===== src/rtl/fifo_wr_arbiter_if.sv =====
// rtl/fifo_wr_arbiter_if.sv - requester/FIFO-write bundle seen by the round-robin write arbiter
interface fifo_wr_arbiter_if #(
  parameter int NUM_REQ    = 4,
  parameter int DATA_WIDTH = 4,
  parameter int ID_WIDTH   = $clog2(NUM_REQ)
);

  // requester side
  logic [NUM_REQ-1:0]            req_valid_i;
  logic [NUM_REQ-1:0]            req_ready_o;
  logic [NUM_REQ*DATA_WIDTH-1:0] req_data_i;

  // FIFO write-port side
  logic                  out_valid_o;
  logic                  out_ready_i;
  logic [DATA_WIDTH-1:0] out_data_o;
  logic [ID_WIDTH-1:0]   out_id_o;
  logic                  fifo_afull_i;

  // status
  logic [NUM_REQ-1:0] grant_o;
  logic               busy_o;

  // arbiter view
  modport slave (
    input  req_valid_i, req_data_i, out_ready_i, fifo_afull_i,
    output req_ready_o, out_valid_o, out_data_o, out_id_o, grant_o, busy_o
  );

  // requesters + FIFO view
  modport master (
    output req_valid_i, req_data_i, out_ready_i, fifo_afull_i,
    input  req_ready_o, out_valid_o, out_data_o, out_id_o, grant_o, busy_o
  );

endinterface


===== src/rtl/fifo_wr_arbiter.sv =====
// rtl/fifo_wr_arbiter.sv - round-robin burst arbiter sharing one FIFO write port
module fifo_wr_arbiter #(
  parameter int NUM_REQ    = 4,
  parameter int DATA_WIDTH = 4,
  parameter int MAX_BURST  = 4
) (
  input logic              clk,
  input logic              rst_n,
  fifo_wr_arbiter_if.slave bus
);

  localparam int ID_WIDTH  = $clog2(NUM_REQ);
  localparam int CNT_WIDTH = $clog2(MAX_BURST + 1);

  localparam logic [CNT_WIDTH-1:0] LAST_BEAT = CNT_WIDTH'(MAX_BURST - 1);
  localparam logic [ID_WIDTH-1:0]  LAST_REQ  = ID_WIDTH'(NUM_REQ - 1);

  typedef enum logic {
    IDLE = 1'b0,
    BUSY = 1'b1
  } state_t;

  state_t               state;
  logic [ID_WIDTH-1:0]  g;
  logic [ID_WIDTH-1:0]  last_id;
  logic [CNT_WIDTH-1:0] beat_cnt;

  logic                  arb_found;
  logic [ID_WIDTH-1:0]   arb_idx;
  logic                  cur_valid;
  logic [DATA_WIDTH-1:0] cur_data;
  logic                  beat;
  logic                  release_now;
  logic                  take_grant;

  // Requester index k steps past base+1, wrapping at NUM_REQ (also for non-power-of-2 counts).
  function automatic logic [ID_WIDTH-1:0] rr_pos(input logic [ID_WIDTH-1:0] base, input int k);
    int p;
    p = int'(base) + 1 + k;
    if (p >= NUM_REQ) begin
      p = p - NUM_REQ;
    end
    return p[ID_WIDTH-1:0];
  endfunction

  // One-hot vector with only bit idx set.
  function automatic logic [NUM_REQ-1:0] one_hot(input logic [ID_WIDTH-1:0] idx);
    logic [NUM_REQ-1:0] v;
    v = '0;
    for (int i = 0; i < NUM_REQ; i++) begin
      if (idx == ID_WIDTH'(i)) begin
        v[i] = 1'b1;
      end
    end
    return v;
  endfunction

  // Round-robin search starting just after last_id; scanning from the far end lets the nearest
  // valid requester overwrite, so last_id itself ends up with the lowest priority.
  always_comb begin
    arb_found = 1'b0;
    arb_idx   = '0;
    for (int k = NUM_REQ - 1; k >= 0; k--) begin
      if (bus.req_valid_i[rr_pos(last_id, k)]) begin
        arb_found = 1'b1;
        arb_idx   = rr_pos(last_id, k);
      end
    end
  end

  // Select the granted requester's valid and data lane.
  always_comb begin
    cur_valid = 1'b0;
    cur_data  = '0;
    for (int i = 0; i < NUM_REQ; i++) begin
      if (g == ID_WIDTH'(i)) begin
        cur_valid = bus.req_valid_i[i];
        cur_data  = bus.req_data_i[i*DATA_WIDTH +: DATA_WIDTH];
      end
    end
  end

  // A burst ends on its last beat or as soon as the owner stops presenting valid; either way
  // a waiting requester is granted on the same edge so there is no idle bubble.
  assign beat        = (state == BUSY) && cur_valid && bus.out_ready_i;
  assign release_now = (state == BUSY) && (!cur_valid || (beat && (beat_cnt == LAST_BEAT)));
  assign take_grant  = ((state == IDLE) || release_now) && arb_found && !bus.fifo_afull_i;

  // Pure mux from the granted requester to the FIFO write port; everything is zero while idle.
  always_comb begin
    bus.out_valid_o = 1'b0;
    bus.out_data_o  = '0;
    bus.out_id_o    = '0;
    bus.req_ready_o = '0;
    if (state == BUSY) begin
      bus.out_valid_o    = cur_valid;
      bus.out_data_o     = cur_data;
      bus.out_id_o       = g;
      bus.req_ready_o[g] = bus.out_ready_i;
    end
  end

  // Grant FSM: holds the grant index, round-robin pointer, burst counter and registered status.
  always_ff @(posedge clk or negedge rst_n) begin
    if (!rst_n) begin
      state       <= IDLE;
      g           <= '0;
      last_id     <= LAST_REQ;
      beat_cnt    <= '0;
      bus.grant_o <= '0;
      bus.busy_o  <= 1'b0;
    end else if (take_grant) begin
      state       <= BUSY;
      g           <= arb_idx;
      last_id     <= arb_idx;
      beat_cnt    <= '0;
      bus.grant_o <= one_hot(arb_idx);
      bus.busy_o  <= 1'b1;
    end else if (release_now) begin
      state       <= IDLE;
      beat_cnt    <= '0;
      bus.grant_o <= '0;
      bus.busy_o  <= 1'b0;
    end else if (beat) begin
      beat_cnt <= beat_cnt + CNT_WIDTH'(1);
    end
  end

  // Structural invariants of the grant state.
  a_grant_onehot : assert property (@(posedge clk) disable iff (!rst_n) $onehot0(bus.grant_o));
  a_ready_onehot : assert property (@(posedge clk) disable iff (!rst_n) $onehot0(bus.req_ready_o));
  a_cnt_bound    : assert property (@(posedge clk) disable iff (!rst_n) beat_cnt <= LAST_BEAT);
  a_busy_state   : assert property (@(posedge clk) disable iff (!rst_n) bus.busy_o == (state == BUSY));

endmodule

===== src/flat_wrapper.sv =====
// flat-port wrapper written by rule: the top's interface ports become plain ports
module fifo_wr_arbiter_flat 
#(
  parameter int NUM_REQ    = 4,
  parameter int DATA_WIDTH = 4,
  parameter int MAX_BURST  = 4
)
  (clk, rst_n, bus_req_valid_i, bus_req_data_i, bus_out_ready_i, bus_fifo_afull_i, bus_req_ready_o, bus_out_valid_o, bus_out_data_o, bus_out_id_o, bus_grant_o, bus_busy_o);
  fifo_wr_arbiter_if #(.NUM_REQ(NUM_REQ), .DATA_WIDTH(DATA_WIDTH)) bus_i ();
  input logic clk;
  input logic rst_n;
  input wire logic [$bits(bus_i.req_valid_i)-1:0] bus_req_valid_i;
  input wire logic [$bits(bus_i.req_data_i)-1:0] bus_req_data_i;
  input wire logic [$bits(bus_i.out_ready_i)-1:0] bus_out_ready_i;
  input wire logic [$bits(bus_i.fifo_afull_i)-1:0] bus_fifo_afull_i;
  output wire logic [$bits(bus_i.req_ready_o)-1:0] bus_req_ready_o;
  output wire logic [$bits(bus_i.out_valid_o)-1:0] bus_out_valid_o;
  output wire logic [$bits(bus_i.out_data_o)-1:0] bus_out_data_o;
  output wire logic [$bits(bus_i.out_id_o)-1:0] bus_out_id_o;
  output wire logic [$bits(bus_i.grant_o)-1:0] bus_grant_o;
  output wire logic [$bits(bus_i.busy_o)-1:0] bus_busy_o;
  assign bus_i.req_valid_i = bus_req_valid_i;
  assign bus_i.req_data_i = bus_req_data_i;
  assign bus_i.out_ready_i = bus_out_ready_i;
  assign bus_i.fifo_afull_i = bus_fifo_afull_i;
  assign bus_req_ready_o = bus_i.req_ready_o;
  assign bus_out_valid_o = bus_i.out_valid_o;
  assign bus_out_data_o = bus_i.out_data_o;
  assign bus_out_id_o = bus_i.out_id_o;
  assign bus_grant_o = bus_i.grant_o;
  assign bus_busy_o = bus_i.busy_o;
  fifo_wr_arbiter #(.NUM_REQ(NUM_REQ), .DATA_WIDTH(DATA_WIDTH), .MAX_BURST(MAX_BURST)) u_core (.clk(clk), .rst_n(rst_n), .bus(bus_i));
endmodule

===== config.mk =====
export PLATFORM = sky130hd
export DESIGN_NAME = fifo_wr_arbiter_flat
export DESIGN_NICKNAME = d
export VERILOG_FILES = /design/src/rtl/fifo_wr_arbiter_if.sv /design/src/rtl/fifo_wr_arbiter.sv /design/src/flat_wrapper.sv
export SDC_FILE = /design/constraint.sdc
export NUM_CORES = 1
export LEC_CHECK = 0
export CAP_MARGIN = 15
export CELL_PAD_IN_SITES_DETAIL_PLACEMENT = 1
export CELL_PAD_IN_SITES_GLOBAL_PLACEMENT = 1
export CORE_ASPECT_RATIO = 1.1
export CORE_MARGIN = 10
export CORE_UTILIZATION = 44
export DETAILED_ROUTE_END_ITERATION = 8
export DONT_BUFFER_PORTS = 1
export PLACE_DENSITY = 0.74
export SYNTH_ARGS = -nofsm -noshare
export SYNTH_HDL_FRONTEND = slang
export SYNTH_SLANG_ARGS = --single-unit

===== constraint.sdc =====
create_clock -name clk -period 2.33 [get_ports clk]
set_input_delay 0.233 -clock clk [delete_from_list [all_inputs] [get_ports clk]]
set_output_delay 0.233 -clock clk [all_outputs]
set_load 0.01 [all_outputs]

== Yosys cells after proc, flatten, opt, wreduce, memory -nomap -nowiden ==
Cells that the tools add are included.
Operators by class
  add/sub/neg operators: 9
  $lt $le $gt $ge: 10
  eq/ne operators: 7
  muxes and demuxes: 45
  bitwise logic cells: 2
  reductions and logical operators: 15
Operator list (number)
  $ge A32 B4 Y1 const B: 3
  $mux W4: 8
  $mux W1: 20
  $mux W2: 9
  $lt A2 B3 Y1 const B: 5
  $mux W3: 3
  $add A3 B2 Y4 const B: 2
  $bmux W1 S2: 4
  $eq A2 B2 Y1 const B: 4
  $sub A2 B1 Y2 const B: 4
  $logic_and A1 B1 Y1: 7
  $add A3 B1 Y4 const B: 1
  $and A4 B4 Y4: 1
  $eq A2 B1 Y1 const B: 2
  $logic_not A2 Y1: 2
  $add A2 B1 Y3 const B: 1
  $add A3 B1 Y3 const B: 1
  $eq A3 B2 Y1 const B: 1
  $ge A3 B3 Y1 const B: 1
  $reduce_bool A3 Y1: 1
  $demux W1 S2: 1
  $ge A2 B1 Y1 const B: 1
  $logic_not A1 Y1: 2
  $logic_or A1 B1 Y1: 2
  2 further kinds: 2
Word-level totals
  register bits: 12
  bits of input ports: 24
  output and inout port bits: 16
  logic and storage cells: 93

== Depth between registers and ports, before layout ==
  depth in word-level cells: 14
  gate-level depth with buffers: 6
  mapped depth without buffers: 6

== Least setup slack after synthesis ==
OpenSTA, ideal clock, no wires.
  path type: register -> register
  start point: register u_core.g[0]
  end point: register u_core.g[0]
  setup time: 128 ps
  arrival: 1679 ps
  data required time: 2202 ps
  setup slack: 523 ps
  stages on the path, launching flop included: 5
  path buffers: 1
  clock period less this slack: 1807 ps
  cells stage by stage: dfrtp_1 -> buf_6 -> mux4_2 -> a311oi_4 -> mux2_1
On the way
  cells in the longest elaborated chain, start to end: 13
  elaborated cells between the ends (all ways): 17
  classes of those cells: 3 x eq/ne; 4 x mux; 10 x reduce/logical
RTL lines
  from (decl): RTL line fifo_wr_arbiter.sv:24  | logic [ID_WIDTH-1:0] g;
  from (signal assigned): RTL line fifo_wr_arbiter.sv:114  | g <= arb_idx;
  $logic_not A2 Y1: RTL line fifo_wr_arbiter.sv:76  | if (g == ID_WIDTH'(i)) begin
  $mux W1 (3 in series): RTL line fifo_wr_arbiter.sv:76
  $mux W1 (*): RTL line fifo_wr_arbiter.sv:76
  $logic_and A1 B1 Y1 (2 in series): RTL line fifo_wr_arbiter.sv:85  | assign beat = (state == BUSY) && cur_valid && bus.out_ready_i;
  $logic_and A1 B1 Y1: RTL line fifo_wr_arbiter.sv:86  | assign release_now = (state == BUSY) && (!cur_valid || (beat && (beat_cnt == LAST_BEAT)));
  $logic_or A1 B1 Y1 (*): RTL line fifo_wr_arbiter.sv:86
  $logic_and A1 B1 Y1 (*): RTL line fifo_wr_arbiter.sv:86
  $logic_or A1 B1 Y1 (*): RTL line fifo_wr_arbiter.sv:87  | assign take_grant = ((state == IDLE) || release_now) && arb_found && !bus.fifo_afull_i;
  $logic_and A1 B1 Y1 (*) (2 in series): RTL line fifo_wr_arbiter.sv:87
Mark *: on every way between the ends. The rest lies on a longest branch, timed or not.
A chain may end at the register's enable or synchronous reset.

== Worst setup path after layout ==
  start point: register u_core.g[0]
  end point: output port bus_out_data_o[3]
On the way
  cells in the longest elaborated chain, start to end: 6
  elaborated cells between the ends (all ways): 9
  classes of those cells: 3 x eq/ne; 5 x mux; 1 x reduce/logical
RTL lines
  $logic_not A2 Y1: RTL line fifo_wr_arbiter.sv:76
  $mux W4 (3 in series): RTL line fifo_wr_arbiter.sv:76
  $mux W4 (*): RTL line fifo_wr_arbiter.sv:76
  $mux W4 (*): RTL line fifo_wr_arbiter.sv:95  | if (state == BUSY) begin
  to (decl): RTL line flat_wrapper.sv:18  | output wire logic [$bits(bus_i.out_data_o)-1:0] bus_out_data_o;
Marked as above.

==> impl_metrics.csv <==
group,metric,value,unit
setup_path,crit_cells,3,
placement,gp_congestion,0.716,
pwr,p_clk_share,12.4,%
sta,setup_viol,0,
final_layout,final_layout_size_suffix_gt1_share,22.5,%
sta,timing_hold_violations_final,0,
placement,dp_hpwl,1750,um
synthesis,syn_nets,104,
synthesis,ys_seq_area_share,35.5,%
pwr,power_density,1240,nW/um^2
setup_path,worst-r2r-cell-count,3,
die,initial_core_util,47.3,%
setup_path,end_kind,"output pin",
flow_run,cap_violations,0,
sta,post-route-period-util,76.5,%
setup_path,crit_slowest_cell,"mux4_2",
synthesis,yosys.area.top_type,"dfrtp_1",
route,routed_wl,2130,um
pwr,switching_share,42.3,%
clocking,clk-insertion-delay-late,0.28,ns
synthesis,syn_inst,78,
setup_path,worst-path-buf-inv,1,
setup_path,setup.worst_path.class,"reg2out",
final_layout,n_antenna_cell,0,
pwr,pwr-share-comb,48.8,%
setup_path,slowest_delay,0.51,ns
sta,slew_headroom,52.4,%
clocking,ctsResizeCount,0,
global_routing,antenna_found_initial,0,
setup_path,startpoint_type,"register",
clocking,cts_setup_buffers,0,
synthesis,mappedNetlistArea,852,sq um
sta,fin_ws,0.548,ns
setup_path,crit_chain,"buf_4, mux4_2, and2_1",
sta,rsz0062_at_grt,"false",
final_layout,area_delta_synth_final,4.99,%
clocking,path_clk_slew,0.08,ns
synthesis,yosys_warnings,0,
synthesis,synth_edf_count,0,
die,ios,40,
route,wl_per_cell,21.7,um
pwr,cellLeakagePower,0.000370,uW
synthesis,syn_avg_cell_area,10.9,sq um
die,die_h,66.2,um
setup_path,cp_top_family,"multiplexers",
route,dr.pass1.iters,4,
route,drt_iter0_drc,10,
clocking,cts_root_buffer,"clkbuf_4",
route,drcViolationCount,0,
sta,post-route-min-period,1.78,ns
global_routing,grt_pass1_vias,660,
clocking,cts_buffer_depth,2,
die,rows,16,
pwr,peakVddDrop,0.000641,V
setup_path,worstPathArrival,1.55,ns
pwr,p_int,640,uW
synthesis,synthTopCellsByArea,"dfrtp_1 29%, mux4_2 13%, dfstp_2 6.2%",
pwr,p_sw,470,uW
synthesis,synth_top_area_share,29.4,%
final_layout,layout_commonest_cell,"dfrtp_1",
die,coreArea,1800,sq um
die,die_area,4100,sq um
global_routing,gr-total-overflow,0,
clocking,cts_max_level,1,
clocking,postCtsHoldBufs,1,
placement,pre_cts_slack,0.554,ns
synthesis,async_flop_share,100,%
clocking,cts_tree,"yes",
sta,tns,0,ns
placement,io_buffer_count,0,
sta,skew,0.00783,ns
route,num_vias,642,
setup_path,worstPathMaxFanout,8,
final_layout,nNetsFinal,107,
synthesis,synth_flop_cell,"dfrtp_1",
final_layout,final_cell_mix,"10 x dfrtp_1, 7 x nor2_1, 6 x and2_1, 6 x nand2_1, 5 x mux4_2",
global_routing,grt_max_degree,15,
sta,worstMarginPinSlew,0.708,ns
hold_path,hold_class,"in2reg",
clocking,cts_made_buffers,3,
route,viasPerCell,6.55,
synthesis,synth.distinct_cells,37,
final_layout,fillers,210,
die,die_w,62.0,um
sta,max_freq,561,MHz
pwr,seq_power_share,38.7,%
hold_path,holdPathStages,1,
route,drtAntennaViolNets,0,
run_status,status,"finished, final reports clean",
global_routing,grt_pass1_wl,3150,um
synthesis,ys_seq_elements,12,
sta,finalMaxSlewViolations,0,
clocking,cts_sinks,12,
global_routing,track_usage,10.4,%
setup_path,cp.required,2.10,ns
-- sequential cells by signal, summed over array words and instances, names as in the netlist --
| signal | cells |
|---|---|
| u_core.bus.busy_o | 1 |
| u_core.last_id | 2 |
| u_core.beat_cnt | 3 |
| u_core.g | 2 |
| u_core.bus.grant_o | 4 |
-- worst paths after layout --
path / startpoint / endpoint / slack [ns]
setup / recovery: u_core.g[0] / bus_out_data_o[3] / 0.55
hold / removal: bus_fifo_afull_i / u_core.bus.busy_o / 0.07
setup reg to reg: u_core.g[0] / u_core.g[0] / 0.55
hold reg to reg: u_core.last_id[1] / u_core.last_id[1] / 0.56
max in group asynchronous: rst_n / u_core.last_id[1] / 1.59
min in group asynchronous: rst_n / u_core.bus.grant_o[2] / 0.37
-- cells in the mapped netlist, drive strengths merged, types with 2 or more instances --
master,count
dfrtp,10
nor2,7
inv,2
ha,2
mux2,2
nor2b,2
nand2b,5
mux4,5
a21o,2
dfstp,2
clkbuf,2
and2,6
buf,2
o2bb2ai,2
a21oi,3
o21ai,2
nand2,6
-- metal layers --
layer / part of all wire [%] / track usage, % / routed length [um]
met5: 0 / 0 / 0
met4: 2.8 / 6.70 / 59
met3: 16 / 5.19 / 345
met2: 47 / 16.4 / 996
met1: 34 / 10.5 / 730
-- through the flow --
stage	hold WS [ns]	power (uW)	instances	util [%]	area (sq um)
6_report	0.0686	1110	98	49.7	895
3_3_place_gp	-0.0621	954	93	47.6	858
3_5_place_dp	-0.0621	980	93	47.6	858
5_1_grt	0.0754	1200	98	49.7	895
2_1_floorplan	-0.0626	884	78	-	852
4_1_cts	0.0675	1130	98	49.7	895
-- power by group through the flow --
stage               clock, uW  sequential [uW]  combinational, uW
floorplan                   0              381                503
CTS                       139              437                551
global route              151              452                595
detailed placement          0              440                540
finish                    138              430                542
global placement            0              432                522
-- cell type report --
type                            instances  area [sq um]  share of cell area (%)
Timing Repair Buffer                    2          17.5                    1.96
Clock buffer                            4          26.3                    2.94
Sequential cell                        12           303                    33.8
Multi-Input combinational cell         60           518                    57.9
Tap cell                               18          22.5                    2.52
Inverter                                2          7.51                   0.839
-- cells by family (layout without fill, tap and decap cells) --
logic type / count (synthesis) / count (layout) / share of synthesized area [%]
compound gates: 16 / 16 / 16.7
xor+xnor: 1 / 1 / 1.03
fa+ha+maj: 2 / 2 / 2.94
buf+inv: 6 / 8 / 3.67
flops: 12 / 12 / 35.5
mux: 8 / 8 / 17.0
simple gates: 33 / 33 / 23.1
-- worst register-to-register path: cells and delay by family, from the launching register on --
kind,cells,cell delay (ns)
compound gates,1,0.36
flops,1,0.37
mux,2,0.93
(Power assumes the default switching activity.)
==> edit 1 (config.mk and constraints unchanged) <==
Make the reset (`rst_n`) synchronous in one clocked block.
--- a/src/rtl/fifo_wr_arbiter.sv
+++ b/src/rtl/fifo_wr_arbiter.sv
@@ -102,5 +102,5 @@
 
   // Grant FSM: holds the grant index, round-robin pointer, burst counter and registered status.
-  always_ff @(posedge clk or negedge rst_n) begin
+  always_ff @(posedge clk) begin
     if (!rst_n) begin
       state       <= IDLE;
Function: differs if rst_n is asserted again (counterexample within 4 cycles, from zero or initial values and one cycle with rst_n low); with rst_n held inactive, the same outputs for 4 cycles.
==> edit 1 against the original RTL <==
  * Synthesized cell count rose by 10%
  * Sequential cell count did not move
  * Synthesized area fell by 4.4%
  * First-iteration DRC count rose by 10%
  * Routed wire length rose by 5.9%
  * Cell area fell by 4.2%
  * Worst setup slack got worse by 0.17 ns
  * Via count rose by 4.7%
  * Die area fell by 3.0%
  * Highest routed layer unchanged
Power is not compared: it rests on default switching activity, and its combinational part moved more than twofold at a synthesized area within 25%.
==> edit 1: results <==
[global_route]
track_usage_pct = 11.1
grtUsageMet3_pct = 5.96
grt_pass1_wl_um = 3450
grt_use_met1_pct = 9.60
grt_pass1_vias = 731
antenna_found_initial = 0
met2_usage_pct = 20.2
grt_start_max_net_pins = 13

[setup_path]
cp.arrival_ns = 2.12
crit_fanout = 10
cpPeakStageDelay_ns = 0.62
cpMaxStageDelayCell = mux4_2
cpLargestDelayFamily = multiplexers
rrSetupSlack_ns = 0.38

[place]
placed_area_um2 = 821
gp_congestion = 0.690
io_buffers = 0
hpwl_um = 1920

[cts]
cts-buffers-inserted = 3
cts.clk_slew.worst_paths_ns = 0.08
clockBufferDepth = 2
insertion_delay_ns = 0.28
cts-root-buf = clkbuf_4
cts_setup_buffers = 0
cts-resized-gates = 0
htree_levels = 1

[finish]
reg_top3 = u_core.bus.grant_o: 4 flops, u_core.beat_cnt: 3 flops
n_fill_cell = 205
drive_above_1_share_pct = 18.4
diodes = 0

[synthesis]
async_flop_share_pct = 0
ys_top_cells_by_area = dfxtp_1, mux4_2, and2_1, a32o_1, a21boi_1
synth-edff-count = 0
yosysSeqAreaShare_pct = 29.5
synthDistinctLibCells = 32
yosys-top-cells-count = dfxtp_1, and2_1, nand2_1
syn_nets = 112
ys_warn_count = 0

[detailed_routing]
drt_iter0_drc = 11
drt-pass1-iter-count = 2
vias_per_cell = 6.40
wire_per_inst_um = 21.5

[sta]
fin_hold_ws_ns = 0.0207
skew_ns = 0.00162
tightest_slew_ns = 0.537

[outcome]
status = completed

[power_and_ir_drop]
peakVddDrop_v = 0.000321
switching_share_pct = 29.0

[worst_hold_path]
hp-class = primary input to register
-- edit 1: metal layers --
layer / wire [um] / vias to the layer above
met5: 0 / -
met4: 23 / 0
met3: 341 / 4
met2: 1140 / 33
met1: 755 / 318
li1: - / 317
-- edit 1: final timing paths --
| kind | start | end | depth (start not counted) |
|---|---|---|---|
| worst max-delay path | u_core.g[1] | u_core.last_id[0] | 4 |
| worst min register to register | u_core.beat_cnt[2] | u_core.beat_cnt[2] | 1 |
| worst min-delay path | rst_n | u_core.last_id[1] | 1 |
| worst max register to register | u_core.g[1] | u_core.last_id[0] | 4 |
-- edit 1: area by class of cell --
cell class	instances	area [um2]	share of cell area (%)
inverter	3	11.3	1.31
tap	18	22.5	2.63
multi-input combinational	67	539	62.9
timing repair buffer	1	7.51	0.876
sequential	12	240	28.0
clock buffer	4	36.3	4.23
-- edit 1: power by group through the flow --
stage	clock [mW]	combinational [mW]	sequential, mW
2_1_floorplan	0	0.106	0.231
3_5_place_dp	0	0.107	0.248
4_1_cts	0.170	0.108	0.244
3_3_place_gp	0	0.102	0.248
6_report	0.169	0.106	0.243
5_1_grt	0.180	0.118	0.246
-- edit 1: worst register-to-register path, cell delays in order, from the launching register on --
cell	delay, ns
dfxtp_1	0.55
mux4_2	0.62
a211o_1	0.33
nor3_2	0.24
o21ai_1	0.10
-- edit 1: through the flow --
stage               worst slack [ns]  utilization (%)  cells
global route                   0.177             48.7    105
detailed placement             0.395             46.6    101
global placement               0.469             46.6    101
finish                         0.383             48.7    105
floorplan                      0.644                -     86
CTS                            0.371             48.7    105
-- edit 1: cell families (layout without fill, tap and decap cells) --
kind of cell,Yosys count,in the layout,share of synthesized area (%)
AOI/OAI and AO/OA,19,19,19.4
xor gates and xnor gates,1,1,1.08
adders and majority gates,2,2,3.07
buffers and inverters,7,8,4.30
DFF,12,12,29.5
muxes,7,7,16.3
and+or+nand+nor,38,38,26.4
==> edit 2 (same settings) <==
Made on the original files. `MAX_BURST` is set to 4 in 2 places; all go to 2.
--- a/src/rtl/fifo_wr_arbiter.sv
+++ b/src/rtl/fifo_wr_arbiter.sv
@@ -3,5 +3,5 @@
   parameter int NUM_REQ    = 4,
   parameter int DATA_WIDTH = 4,
-  parameter int MAX_BURST  = 4
+  parameter int MAX_BURST  = 2
 ) (
   input logic              clk,
--- a/src/flat_wrapper.sv
+++ b/src/flat_wrapper.sv
@@ -4,5 +4,5 @@
   parameter int NUM_REQ    = 4,
   parameter int DATA_WIDTH = 4,
-  parameter int MAX_BURST  = 4
+  parameter int MAX_BURST  = 2
 )
   (clk, rst_n, bus_req_valid_i, bus_req_data_i, bus_out_ready_i, bus_fifo_afull_i, bus_req_ready_o, bus_out_valid_o, bus_out_data_o, bus_out_id_o, bus_grant_o, bus_busy_o);
Formal check against the unedited RTL: not equivalent (a bounded check fails within 4 cycles, from zero or initial values and one cycle with rst_n low).
==> edit 2 against the original RTL <==
  * Routed wire length is 5.2% higher
  * Sequential cell count is 1 lower
  * Power is 2.5% lower
  * Hold slack better by 0.010 ns
  * Critical path type is now register to register
  * Sequential share of layout area is 0.81 points lower
  * Cell area is 6.0% lower
  * Worst setup slack worse by 0.19 ns
  * Synthesized area is 6.8% lower
  * Critical path depth stayed put
==> edit 2: results <==
[global_route]
grt_pass1_wl_um = 3360
track_usage_pct = 10.9
grt_start_max_net_pins = 16
grt_pass1_vias = 678
antenna_found_initial = 0

[worst_hold_path]
hold_path_depth = 1
hp-class = primary input to register

[cts]
cts-root-buf = clkbuf_4
cts_setup_buffers = 0
insertion_delay_ns = 0.26
cts.clk_slew.worst_paths_ns = 0.07
cts-buffers-inserted = 3
htree_levels = 1
clockBufferDepth = 2

[synthesis]
async_flop_share_pct = 100
ys_warn_count = 0
ys_top_cells_by_area = dfrtp_1, mux4_1, dfstp_2, and2_1, a311oi_4
syn_nets = 100
yosysSeqAreaShare_pct = 35.0
yosys-top-cells-count = dfrtp_1, nor2_1, nand2_1
synthDistinctLibCells = 33

[place]
hpwl_um = 1820
io_buffers = 0
pre_cts_slack_ns = 0.386
gp_congestion = 0.753

[setup_path]
cp.arrival_ns = 2.12
crit_fanout = 10
ff2ff_path_depth = 3

[finish]
drive_above_1_share_pct = 17.9
largest_reg_flops = 4
top_register = u_core.bus.grant_o
n_fill_cell = 198

[outcome]
status = completed

[sta]
skew_ns = 0.000905
tightest_slew_ns = 0.713

[detailed_routing]
drt_iter0_drc = 18
vias_per_cell = 6.44
wire_per_inst_um = 23.3

[power_and_ir_drop]
p_leak_nw = 0.342
peakVddDrop_v = 0.000519
-- edit 2: worst max-delay path, cell delays in order (launching register included) --
cell and delay (ns):
dfrtp_1 0.56, mux4_2 0.43, a311oi_4 0.51, mux2_4 0.35
-- edit 2: path summary, 6_finish.rpt --
check	endpoint	from	slack, ns
max	u_core.g[1]	u_core.g[0]	0.36
min	u_core.bus.busy_o	bus_fifo_afull_i	0.08
min reg2reg	u_core.beat_cnt[1]	u_core.beat_cnt[1]	0.54
max in group asynchronous	u_core.last_id[0]	rst_n	1.59
min in group asynchronous	u_core.bus.grant_o[3]	rst_n	0.38
max reg2reg	u_core.g[1]	u_core.g[0]	0.36
-- edit 2: area by class of cell --
class	count	area share, %
multi-input cells	56	56.8
inverters	5	2.23
clock buffers	4	3.13
well taps	18	2.68
repair buffers	2	2.08
flip-flops and latches	11	33.0
-- edit 2: repair_timing --
item / 4_1_cts / 5_1_grt
gates resized for setup: 0 / 0
endpoints found under the hold margin: 11 / 0
hold buffers: 1 / 0
-- edit 2: stage by stage --
step                std cells  instance area (um2)  hold slack [ns]
floorplan                  75                  795          -0.0626
global placement           91                  805          -0.0622
CTS                        96                  841           0.0794
global route               96                  841            0.113
finish                     96                  841           0.0789
detailed placement         91                  805          -0.0622
-- edit 2: kinds of logic after synthesis --
logic type / synth area share, %
muxes: 19.2
adders and majority gates: 1.57
xor gates and xnor gates: 1.10
AOI/OAI and AO/OA: 19.1
DFF: 35.0
buffers and inverters: 4.88
and+or+nand+nor: 19.2
-- edit 2: per-layer routing --
layer	wire length (um)	global-route usage [%]
met1	762	11.1
met2	1250	19.8
met3	225	4.87
met4	4	2.20
met5	0	0
-- edit 2: where the power goes --
part,switching (mW),internal [mW]
logic,0.278,0.259
registers,0.126,0.287
clock network,0.0658,0.0661
